$ cat src/rtl/stack_controller_pkg.sv
// Shared definitions for the stack instruction sequencer: opcodes, FSM encoding, widths.
package stack_controller_pkg;

    localparam int unsigned DATA_W = 8;
    localparam int unsigned REG_AW = 2;
    localparam int unsigned OP_W   = 2;

    localparam logic [OP_W-1:0] OP_PUSH = 2'b00;
    localparam logic [OP_W-1:0] OP_POP  = 2'b01;
    localparam logic [OP_W-1:0] OP_CALL = 2'b10;
    localparam logic [OP_W-1:0] OP_RET  = 2'b11;

    localparam logic [REG_AW-1:0] SP_INDEX = 2'd3;
    localparam logic [DATA_W-1:0] SP_TOP   = 8'hFF;

    typedef enum logic [2:0] {
        ST_IDLE,
        ST_MEM,
        ST_WB_SP,
        ST_WB_REG,
        ST_FAULT
    } state_t;

    // PUSH and CALL grow the stack (memory write); POP and RET shrink it (memory read).
    function automatic logic is_write_op(input logic [OP_W-1:0] code);
        return (code == OP_PUSH) || (code == OP_CALL);
    endfunction

endpackage

$ cat src/rtl/stack_controller.sv
// Multi-cycle PUSH/POP/CALL/RET sequencer: one memory access per operation,
// then SP writeback (and destination register for POP), with PC redirect for CALL/RET.
module stack_controller
    import stack_controller_pkg::*;
#(
    parameter logic [7:0] STACK_LIMIT = 8'h80
) (
    input  logic                clk,
    input  logic                rst_n,
    input  logic                op_valid,
    output logic                op_ready,
    input  logic [OP_W-1:0]     op_code,
    input  logic [REG_AW-1:0]   op_reg,
    input  logic [DATA_W-1:0]   op_target,
    input  logic [DATA_W-1:0]   pc_in,
    input  logic [DATA_W-1:0]   sp_value,
    output logic [REG_AW-1:0]   rf_read_addr,
    input  logic [DATA_W-1:0]   rf_read_data,
    output logic                rf_write_en,
    output logic [REG_AW-1:0]   rf_write_addr,
    output logic [DATA_W-1:0]   rf_write_data,
    output logic                mem_req,
    output logic                mem_we,
    output logic [DATA_W-1:0]   mem_addr,
    output logic [DATA_W-1:0]   mem_wdata,
    input  logic [DATA_W-1:0]   mem_rdata,
    input  logic                mem_ack,
    output logic                pc_load,
    output logic [DATA_W-1:0]   pc_next,
    output logic                done,
    output logic                fault
);

    state_t              state;
    logic [OP_W-1:0]     code_q;
    logic [REG_AW-1:0]   reg_q;
    logic [DATA_W-1:0]   target_q;
    logic [DATA_W-1:0]   sp_q;
    logic [DATA_W-1:0]   rdata_q;

    logic                accept_write;
    logic                accept_reject;

    // The read port must follow op_reg combinationally so the source value is ready at accept.
    assign rf_read_addr = (state == ST_IDLE) ? op_reg : '0;

    // Bounds check on the incoming request; SP+/-1 can never wrap once it passes.
    always_comb begin
        accept_write  = is_write_op(op_code);
        accept_reject = accept_write ? (sp_value == STACK_LIMIT) : (sp_value == SP_TOP);
    end

    always_ff @(posedge clk or negedge rst_n) begin
        if (!rst_n) begin
            state         <= ST_IDLE;
            code_q        <= '0;
            reg_q         <= '0;
            target_q      <= '0;
            sp_q          <= '0;
            rdata_q       <= '0;
            op_ready      <= 1'b1;
            rf_write_en   <= 1'b0;
            rf_write_addr <= '0;
            rf_write_data <= '0;
            mem_req       <= 1'b0;
            mem_we        <= 1'b0;
            mem_addr      <= '0;
            mem_wdata     <= '0;
            pc_load       <= 1'b0;
            pc_next       <= '0;
            done          <= 1'b0;
            fault         <= 1'b0;
        end else begin
            // Strobes are single-cycle; each transition below re-asserts what the next state needs.
            rf_write_en   <= 1'b0;
            rf_write_addr <= '0;
            rf_write_data <= '0;
            pc_load       <= 1'b0;
            pc_next       <= '0;
            done          <= 1'b0;
            fault         <= 1'b0;

            case (state)
                ST_IDLE: begin
                    if (op_valid) begin
                        code_q   <= op_code;
                        reg_q    <= op_reg;
                        target_q <= op_target;
                        sp_q     <= sp_value;
                        op_ready <= 1'b0;
                        if (accept_reject) begin
                            state <= ST_FAULT;
                            done  <= 1'b1;
                            fault <= 1'b1;
                        end else begin
                            state     <= ST_MEM;
                            mem_req   <= 1'b1;
                            mem_we    <= accept_write;
                            mem_addr  <= accept_write ? sp_value : DATA_W'(sp_value + 8'd1);
                            mem_wdata <= (op_code == OP_CALL) ? pc_in : rf_read_data;
                        end
                    end
                end

                ST_MEM: begin
                    if (mem_ack) begin
                        state         <= ST_WB_SP;
                        rdata_q       <= mem_rdata;
                        mem_req       <= 1'b0;
                        mem_we        <= 1'b0;
                        mem_addr      <= '0;
                        mem_wdata     <= '0;
                        rf_write_en   <= 1'b1;
                        rf_write_addr <= SP_INDEX;
                        rf_write_data <= is_write_op(code_q) ? DATA_W'(sp_q - 8'd1)
                                                             : DATA_W'(sp_q + 8'd1);
                        if (code_q == OP_CALL) begin
                            pc_load <= 1'b1;
                            pc_next <= target_q;
                        end else if (code_q == OP_RET) begin
                            pc_load <= 1'b1;
                            pc_next <= mem_rdata;
                        end
                        done <= (code_q != OP_POP);
                    end
                end

                ST_WB_SP: begin
                    if (code_q == OP_POP) begin
                        // Register write follows SP, so POP into R3 leaves the popped value as SP.
                        state         <= ST_WB_REG;
                        rf_write_en   <= 1'b1;
                        rf_write_addr <= reg_q;
                        rf_write_data <= rdata_q;
                        done          <= 1'b1;
                    end else begin
                        state    <= ST_IDLE;
                        op_ready <= 1'b1;
                    end
                end

                ST_WB_REG: begin
                    state    <= ST_IDLE;
                    op_ready <= 1'b1;
                end

                ST_FAULT: begin
                    state    <= ST_IDLE;
                    op_ready <= 1'b1;
                end

                default: begin
                    state    <= ST_IDLE;
                    op_ready <= 1'b1;
                end
            endcase
        end
    end

endmodule

$ cat config.mk
export PLATFORM = sky130hd
export DESIGN_NAME = stack_controller
export DESIGN_NICKNAME = d
export VERILOG_FILES = /design/src/rtl/stack_controller_pkg.sv /design/src/rtl/stack_controller.sv
export SDC_FILE = /design/constraint.sdc
export NUM_CORES = 1
export LEC_CHECK = 0
export ABC_AREA = 1
export CELL_PAD_IN_SITES_DETAIL_PLACEMENT = 1
export CELL_PAD_IN_SITES_GLOBAL_PLACEMENT = 2
export CORE_ASPECT_RATIO = 0.75
export CORE_UTILIZATION = 31
export CTS_CLUSTER_DIAMETER = 30
export DETAILED_ROUTE_END_ITERATION = 12
export HOLD_SLACK_MARGIN = 0.08
export PLACE_DENSITY = 0.95
export SETUP_SLACK_MARGIN = 0.02
export SYNTH_ARGS = -nofsm -noshare
export SYNTH_HDL_FRONTEND = slang
export SYNTH_SLANG_ARGS = --single-unit
$ cat constraint.sdc
create_clock -name clk -period 5.3 [get_ports clk]
set_clock_uncertainty 0.2 [all_clocks]
set_input_delay 0.795 -clock clk [delete_from_list [all_inputs] [get_ports clk]]
set_output_delay 0.795 -clock clk [all_outputs]
set_load 0.1 [all_outputs]
---- Word level (Yosys, flattened, before mapping) ----
Cells that the tools add are included.
operators by class
  $add $sub $neg .......................... 3
  equal/unequal tests ..................... 13
  muxes and demuxes ....................... 49
  bitwise logic cells ..................... 1
  reduce and logical (&&, ||, !) cells .... 11
operators by type and width
  cell                                                                      count
  8-bit 2-to-1 mux                                                          14
  8-bit one-hot mux with 2 select lines                                     3
  1-bit 2-to-1 mux                                                          18
  8-bit by 1-bit adder with 8-bit output (second input constant)            2
  8-bit equality test (second input constant)                               2
  3-bit 2-to-1 mux                                                          3
  3-bit one-hot mux with 3 select lines                                     1
  2-bit 2-to-1 mux                                                          4
  2-bit inequality test (second input constant)                             4
  8-bit by 1-bit subtractor with 8-bit output (second input constant)       1
  2-bit equality test (second input constant)                               3
  1-bit one-hot mux with 2 select lines                                     3
  1-bit one-hot mux with 3 select lines                                     2
  2-bit AND reduction                                                       3
  2-bit logical NOT                                                         2
  2-bit one-hot mux with 2 select lines                                     1
  4-bit AND reduction                                                       1
  3-bit by 1-bit equality test with 1-bit output (second input constant)    1
  3-bit by 2-bit equality test with 1-bit output (second input constant)    1
  3-bit logical NOT                                                         1
  3-bit AND reduction                                                       1
  2-bit by 1-bit equality test with 1-bit output (second input constant)    1
  1-bit logical OR                                                          2
  2-bit by 1-bit inequality test with 1-bit output (second input constant)  1
  2 further kinds                                                           2
storage, ports and cells
  flip-flop bits (word level) ............. 72
  bits of input ports ..................... 48
  output and inout port bits .............. 43
  logic and storage cells ................. 95

---- Logic depth before layout (Yosys ltp) ----
Gate-level depths: netlist (run 1).
  depth after elaboration ................. 6
  depth in mapped cells ................... 10
  depth with buffers taken out ............ 10

---- Worst setup path after synthesis (run 1) ----
Ideal clock, no wire load.
  path kind ............................... input to output
  start point ............................. in op_reg[0]
  end point ............................... out rf_read_addr[0]
  arrival time ............................ 2083 ps
  required time ........................... 4305 ps
  setup slack ............................. 2222 ps
  stages .................................. 2
  path buffers ............................ 0
  cell sequence ........................... inv_1 > nor2_1
between the ends
  word-level cells in the longest chain between the ends .. 1
RTL lines
  item              RTL line                RTL
  from (decl)       stack_controller.sv:13  input logic [REG_AW-1:0] op_reg,
  2-bit 2-to-1 mux  stack_controller.sv:45  assign rf_read_addr = (state == ST_IDLE) ? op_reg : '0;
  to (decl)         stack_controller.sv:17  output logic [REG_AW-1:0] rf_read_addr,
No other way between the ends.

---- Worst setup path after layout (run 1) ----
  start point ............................. reg state[2]
  end point ............................... out rf_read_addr[1]
between the ends
  word-level cells in the longest chain between the ends .. 2
RTL lines
  item                    RTL line                RTL
  from (decl)             stack_controller.sv:34  state_t state;
  from (signal assigned)  stack_controller.sv:55  state <= ST_IDLE;
  from (signal assigned)  stack_controller.sv:92  state <= ST_FAULT;
  from (signal assigned)  stack_controller.sv:96  state <= ST_MEM;
  3-bit logical NOT       stack_controller.sv:45
  2-bit 2-to-1 mux        stack_controller.sv:45
No other way between the ends.

==> results of run 1 <==
==> critical path: stages (launching register included) <==
cell and delay, ns:
dfrtp_1 0.43, nor3_4 0.42, inv_1 0.13, nor2_1 0.11, clkdlybuf4s50_1 1.14
==> power by group <==
part           internal (mW)  total (mW)  switching [mW]
registers              0.777       0.914           0.137
clock network          0.507       0.739           0.232
logic                  0.534        2.02            1.49
==> sequential cells by signal, summed over array words and instances, names as in the netlist <==
signal	cells
code_q	2
done	1
fault	1
mem_addr	8
mem_req	1
mem_wdata	8
mem_we	1
op_ready	1
pc_load	1
pc_next	8
rdata_q	8
reg_q	2
rf_write_addr	2
rf_write_data	8
rf_write_en	1
sp_q	8
state	3
target_q	8
==> per-layer routing <==
metal	global-route usage (%)	share of wire [%]	routed length (um)	vias up
met4	5.12	1.2	132	0
met3	4.04	3.9	418	12
met2	30.5	46	4920	78
li1	-	-	-	1525
met1	25.4	49	5210	1550
met5	0	0	0	-
==> cell type report <==
| class | instances | area (sq um) | area share, % |
|---|---|---|---|
| flip-flops and latches | 72 | 1800 | 36.6 |
| multi-input cells | 292 | 1540 | 31.3 |
| repair buffers | 91 | 903 | 18.3 |
| clock buffers | 10 | 229 | 4.65 |
| well taps | 140 | 175 | 3.55 |
| inverters | 38 | 145 | 2.94 |
| clock inverters | 5 | 129 | 2.61 |
==> metrics by stage <==
step | instances | utilization, % | hold slack, ns | worst slack [ns]
after floorplan | 416 | - | 0.242 | 2.22
final | 648 | 44.5 | 0.268 | 1.74
after detailed placement | 633 | 41.3 | 0.259 | 1.72
after global routing | 648 | 44.5 | 0.300 | 1.66
after CTS | 648 | 44.5 | 0.272 | 1.72
after global placement | 633 | 41.3 | 0.255 | 1.79
==> worst min path at each step <==
stage	start	endpoint	slack, ns	cells past startpoint
after floorplan	rdata_q[5]	rdata_q[5]	0.24	2
after global placement	rdata_q[5]	rdata_q[5]	0.26	2
after detailed placement	mem_wdata[1]	mem_wdata[1]	0.26	2
after CTS	mem_wdata[1]	mem_wdata[1]	0.27	2
after global routing	mem_wdata[6]	mem_wdata[6]	0.30	2
final	mem_wdata[1]	mem_wdata[1]	0.27	2
==> kinds of logic after synthesis <==
logic type | after synthesis | synth area share (%)
AOI/OAI and AO/OA | 59 | 8.64
xor gates and xnor gates | 4 | 0.980
adders and majority gates | 8 | 3.01
buffers and inverters | 52 | 6.40
DFF | 72 | 50.4
muxes | 10 | 4.20
and+or+nand+nor | 211 | 26.3
==> cells in the final DEF, fill, tap and decap left out, types with 3 or more instances in the layout <==
cell and instances:
nand2_1 126, clkdlybuf4s50_1 89, dfrtp_1 71, nand3_1 49, inv_1 35, o21ai_0 33
nor2_1 20, a21oi_1 18, mux2_4 10, clkbuf_16 9, ha_1 7, bufinv_16 4
nor2_2 3, o22ai_1 3, xor2_1 3
==> impl_metrics.ini, run 1 <==
[timing]
finalCritPeriodShare_pct = 67.2
worst_pin_slew_ns = 1.03
rsz0062_at_grt = no
finalSetupTns_ns = 0
max_slew_margin_pct = 31.3
setup_violations = 0
period_needed_ns = 3.56
final_hold_viol_count = 0
maxSlewViolCount = 0
clock.fmax_mhz = 281

[synth]
synth_cell_types = 37
synth_top_area_share_pct = 49.7
ys_seq_elements = 72
synth_top_cell_by_area = dfrtp_1
syn_area_per_cell_sq_um = 8.60
synth.area.top_cells = dfrtp_1 (50%), nand2_1 (13%), nand3_1 (6.9%)
ys_seq_area_share_pct = 50.4
yosysWarnings = 0
synth_area_sq_um = 3580
syn-num-nets = 472
synth-edff-count = 0
yosysMostFrequentCell = nand2_1
syn_inst = 416
synth-async-reset-ratio_pct = 100
ys.flop_type = dfrtp_1
synth_common_cells = nand2_1 (126), dfrtp_1 (71), nand3_1 (49)

[placement]
place_hpwl_mm = 7.79
gp_congestion = 0.810
placed_area_sq_um = 4570
io_buffers = 90

[detailed_routing]
wirelength_mm = 10.7
vias_per_cell = 4.88
drt-wirelength-per-cell_um = 16.5
drt_iter0_drc = 127
vias = 3165
drtAntennaViolNets = 0
dr.pass1.iters = 4
drc = 0

[setup_path]
worstPathArrival_ns = 2.57
cp_max_fo = 5
cp_data_required_time_ns = 4.30
crit-reg2reg-launch = state[2]
crit_start = state[2]
r2r_end = mem_addr[4]
path_class = reg2out
r2r_cells = 8
end_kind = primary output
endpoint = rf_read_addr[1]
r2r_slack_ns = 2.97
critPathLaunchType = register

[power_and_ir_drop]
power_leakage_nw = 2.38
ir_drop_mv = 0.227
power-per-cell-area_nw_per_um2 = 746
finalPower_mw = 3.68

[clock_tree]
cts.clk_slew.worst_paths_ns = 0.06
worstSkewPairLatency_ns = 0.33
cts_tree = yes
postCtsSetupBuffers = 0
post_cts_resized = 0
htreeDepth = 3
cts-buffers-inserted = 9
cts_max_path_buffers = 2
hold_buffers = 0
cts_sinks = 72
cts-root-buf = clkbuf_16

[die]
dieArea_sq_um = 12000
core_sq_um = 11100
rows = 33
io_pins = 91
initial_core_util_pct = 32.3
die_w_um = 126
fp.dieH_um = 95.0

[layout]
antennaDiodeCount = 0
area_delta_synth_final_pct = 37.8
nFillCells = 1308
design_area_sq_um = 4930
fin_nets = 560
post_route_cells_drive_above_1_share_pct = 8.27

[global_route]
grt_max_degree = 40
grtUsageTotal_pct = 18.8
antenna_found_initial = 0
grt_remaining_overflow = 0
grt_pass1_wl_mm = 17.4
grt_pass1_vias = 3287

[outcome]
status = finished clean

[min_path]
hold_class = reg2reg

[run]
drv_cap = 0
Power figures use the tool's default switching activity.
==> run 2, diff against run 1 <==
--- a/config.mk
+++ b/config.mk
@@ -9,11 +9,11 @@
 export CELL_PAD_IN_SITES_DETAIL_PLACEMENT = 1
 export CELL_PAD_IN_SITES_GLOBAL_PLACEMENT = 2
 export CORE_ASPECT_RATIO = 0.75
-export CORE_UTILIZATION = 31
+export CORE_UTILIZATION = 26
 export CTS_CLUSTER_DIAMETER = 30
 export DETAILED_ROUTE_END_ITERATION = 12
 export HOLD_SLACK_MARGIN = 0.08
-export PLACE_DENSITY = 0.95
+export PLACE_DENSITY = 0.87
 export SETUP_SLACK_MARGIN = 0.02
 export SYNTH_ARGS = -nofsm -noshare
 export SYNTH_HDL_FRONTEND = slang
==> constraint.sdc (replaced) <==
create_clock -name clk -period 3 [get_ports clk]
set_clock_uncertainty 0.2 [all_clocks]
set_input_delay 0.45 -clock clk [delete_from_list [all_inputs] [get_ports clk]]
set_output_delay 0.45 -clock clk [all_outputs]
set_load 0.1 [all_outputs]
==> run 2 against run 1 <==
Compared with the run above:
- hold slack worse by 0.24 ns
- critical endpoint is now rf_read_addr[0]
- setup slack worse by 1.1 ns
- global-route usage is 2.6 points lower
- wire length hardly changed
- via count is 1.2% lower
==> impl_metrics.ini, run 2 (same netlist as run 1, synthesis figures left out) <==
[outcome]
status = finished clean

[placement]
dp_slack_ns = 0.365
gp_congestion = 0.823
io_buffers = 90
placed_area_sq_um = 4530
dp.cells = 667
place_hpwl_mm = 7.95

[min_path]
hold_class = in2async

[global_route]
grt_pass1_vias = 3361
grt_pass1_wl_mm = 17.6
grt_remaining_overflow = 0
grt_max_degree = 73
grtUsageTotal_pct = 16.2
antenna_found_initial = 0

[timing]
whs_ns = 0.0318
setup_violations = 0
rsz0062_at_grt = no
clock.fmax_mhz = 429
finalCritPeriodShare_pct = 77.7
maxSlewViolCount = 0
finalSetupTns_ns = 0
worst_pin_slew_ns = 0.942
period_needed_ns = 2.33
setup_slack_ns = 0.668
final_hold_viol_count = 0
max_slew_margin_pct = 37.2

[power_and_ir_drop]
power-per-cell-area_nw_per_um2 = 1290
power_leakage_nw = 2.45
finalPower_mw = 6.28
ir_drop_mv = 0.604

[detailed_routing]
dr.pass1.iters = 4
wl_met3_um = 422
drt-wirelength-per-cell_um = 15.6
wirelength_mm = 10.7
drc = 0
drt-met1-wl_mm = 5.30
vias_per_cell = 4.58
vias = 3128
wl_met2_mm = 4.82
drt_iter0_drc = 125
drtAntennaViolNets = 0
top_layer = met4

[layout]
post_route_cells_drive_above_1_share_pct = 17.6
fin_nets = 563
nFillCells = 1535
final_cell_mix = nand2_1 (126), dfrtp_1 (71), nand3_1 (49)
seq_area_sq_um = 1800
final_common_cell = nand2_1
antennaDiodeCount = 0
design_area_sq_um = 4850
fin_cells = 683
area_delta_synth_final_pct = 35.8
multi_input_area_sq_um = 1540
final_util_pct = 36.8

[die]
die_w_um = 137
io_pins = 91
fp.dieH_um = 104
initial_core_util_pct = 27.1
dieArea_sq_um = 14200
rows = 36
core_sq_um = 13200

[clock_tree]
cts_sinks = 72
cts_tree = yes
cts-root-buf = clkbuf_16
cts_max_path_buffers = 2
post_cts_resized = 0
postCtsSetupBuffers = 0
htreeDepth = 3
cts-buffers-inserted = 9
cts.clk_slew.worst_paths_ns = 0.06
worstSkewPairLatency_ns = 0.34
hold_buffers = 0

[setup_path]
cp_data_required_time_ns = 2.35
cp_slowest_cell = dfrtp_1
crit-reg2reg-launch = state[2]
path_class = reg2out
crit_path_max_incr_delay_ns = 0.42
crit_start = state[2]
critPathLaunchType = register
r2r_end = mem_wdata[2]
r2r_cells = 6
end_kind = primary output
cp_max_fo = 5
r2r_slack_ns = 0.84
worstPathArrival_ns = 1.68
worstPathCellList = nor3_4 > inv_1 > nor2_1 > buf_4

[run]
drv_cap = 0
[run 2: cell count changes in the layout (fill, tap and decap cells not counted)]
| cell | previous run | this run |
|---|---|---|
| buf_4 | 1 | 48 |
| clkdlybuf4s50_1 | 89 | 46 |
| bufinv_16 | 4 | 2 |
| clkinv_4 | 0 | 2 |
| buf_2 | 1 | 0 |
| clkbuf_1 | 1 | 0 |
| clkinvlp_4 | 0 | 1 |
| inv_6 | 1 | 2 |
[run 2: where the power goes]
part | switching (mW) | internal (mW)
clock | 0.440 | 0.736
combinational | 2.60 | 0.878
sequential | 0.246 | 1.37
total | 3.29 | 2.99
[run 2: how the worst max path moves through the flow]
stage,endpoint,slack (ns),cells after the start
2_1_floorplan,rf_read_addr[0],0.30,3
3_3_place_gp,mem_wdata[4],0.46,8
3_5_place_dp,mem_wdata[2],0.36,8
4_1_cts,rf_read_addr[0],0.63,4
5_1_grt,rf_read_addr[1],0.54,4
6_report,rf_read_addr[0],0.67,4
[run 2: routing by layer]
layer / vias up / GRT usage [%]
met2: 68 / 24.6
met1: 1514 / 22.7
met4: 0 / 4.95
met3: 9 / 3.52
li1: 1537 / -
met5: - / 0
[run 2: final cells by class]
| cell class | count | share of cell area (%) |
|---|---|---|
| clock buffer | 9 | 4.64 |
| sequential | 72 | 37.1 |
| inverter | 38 | 2.99 |
| timing repair buffer | 94 | 16.9 |
| clock inverter | 7 | 2.11 |
| multi-input combinational | 292 | 31.8 |
| tap | 171 | 4.41 |
[run 2: worst max-delay path, delay by kind of cell (launching register included)]
family / cells / cell delay, ns
flip-flops: 1 / 0.42
buffers and inverters: 2 / 0.39
AND/OR/NAND/NOR: 2 / 0.53
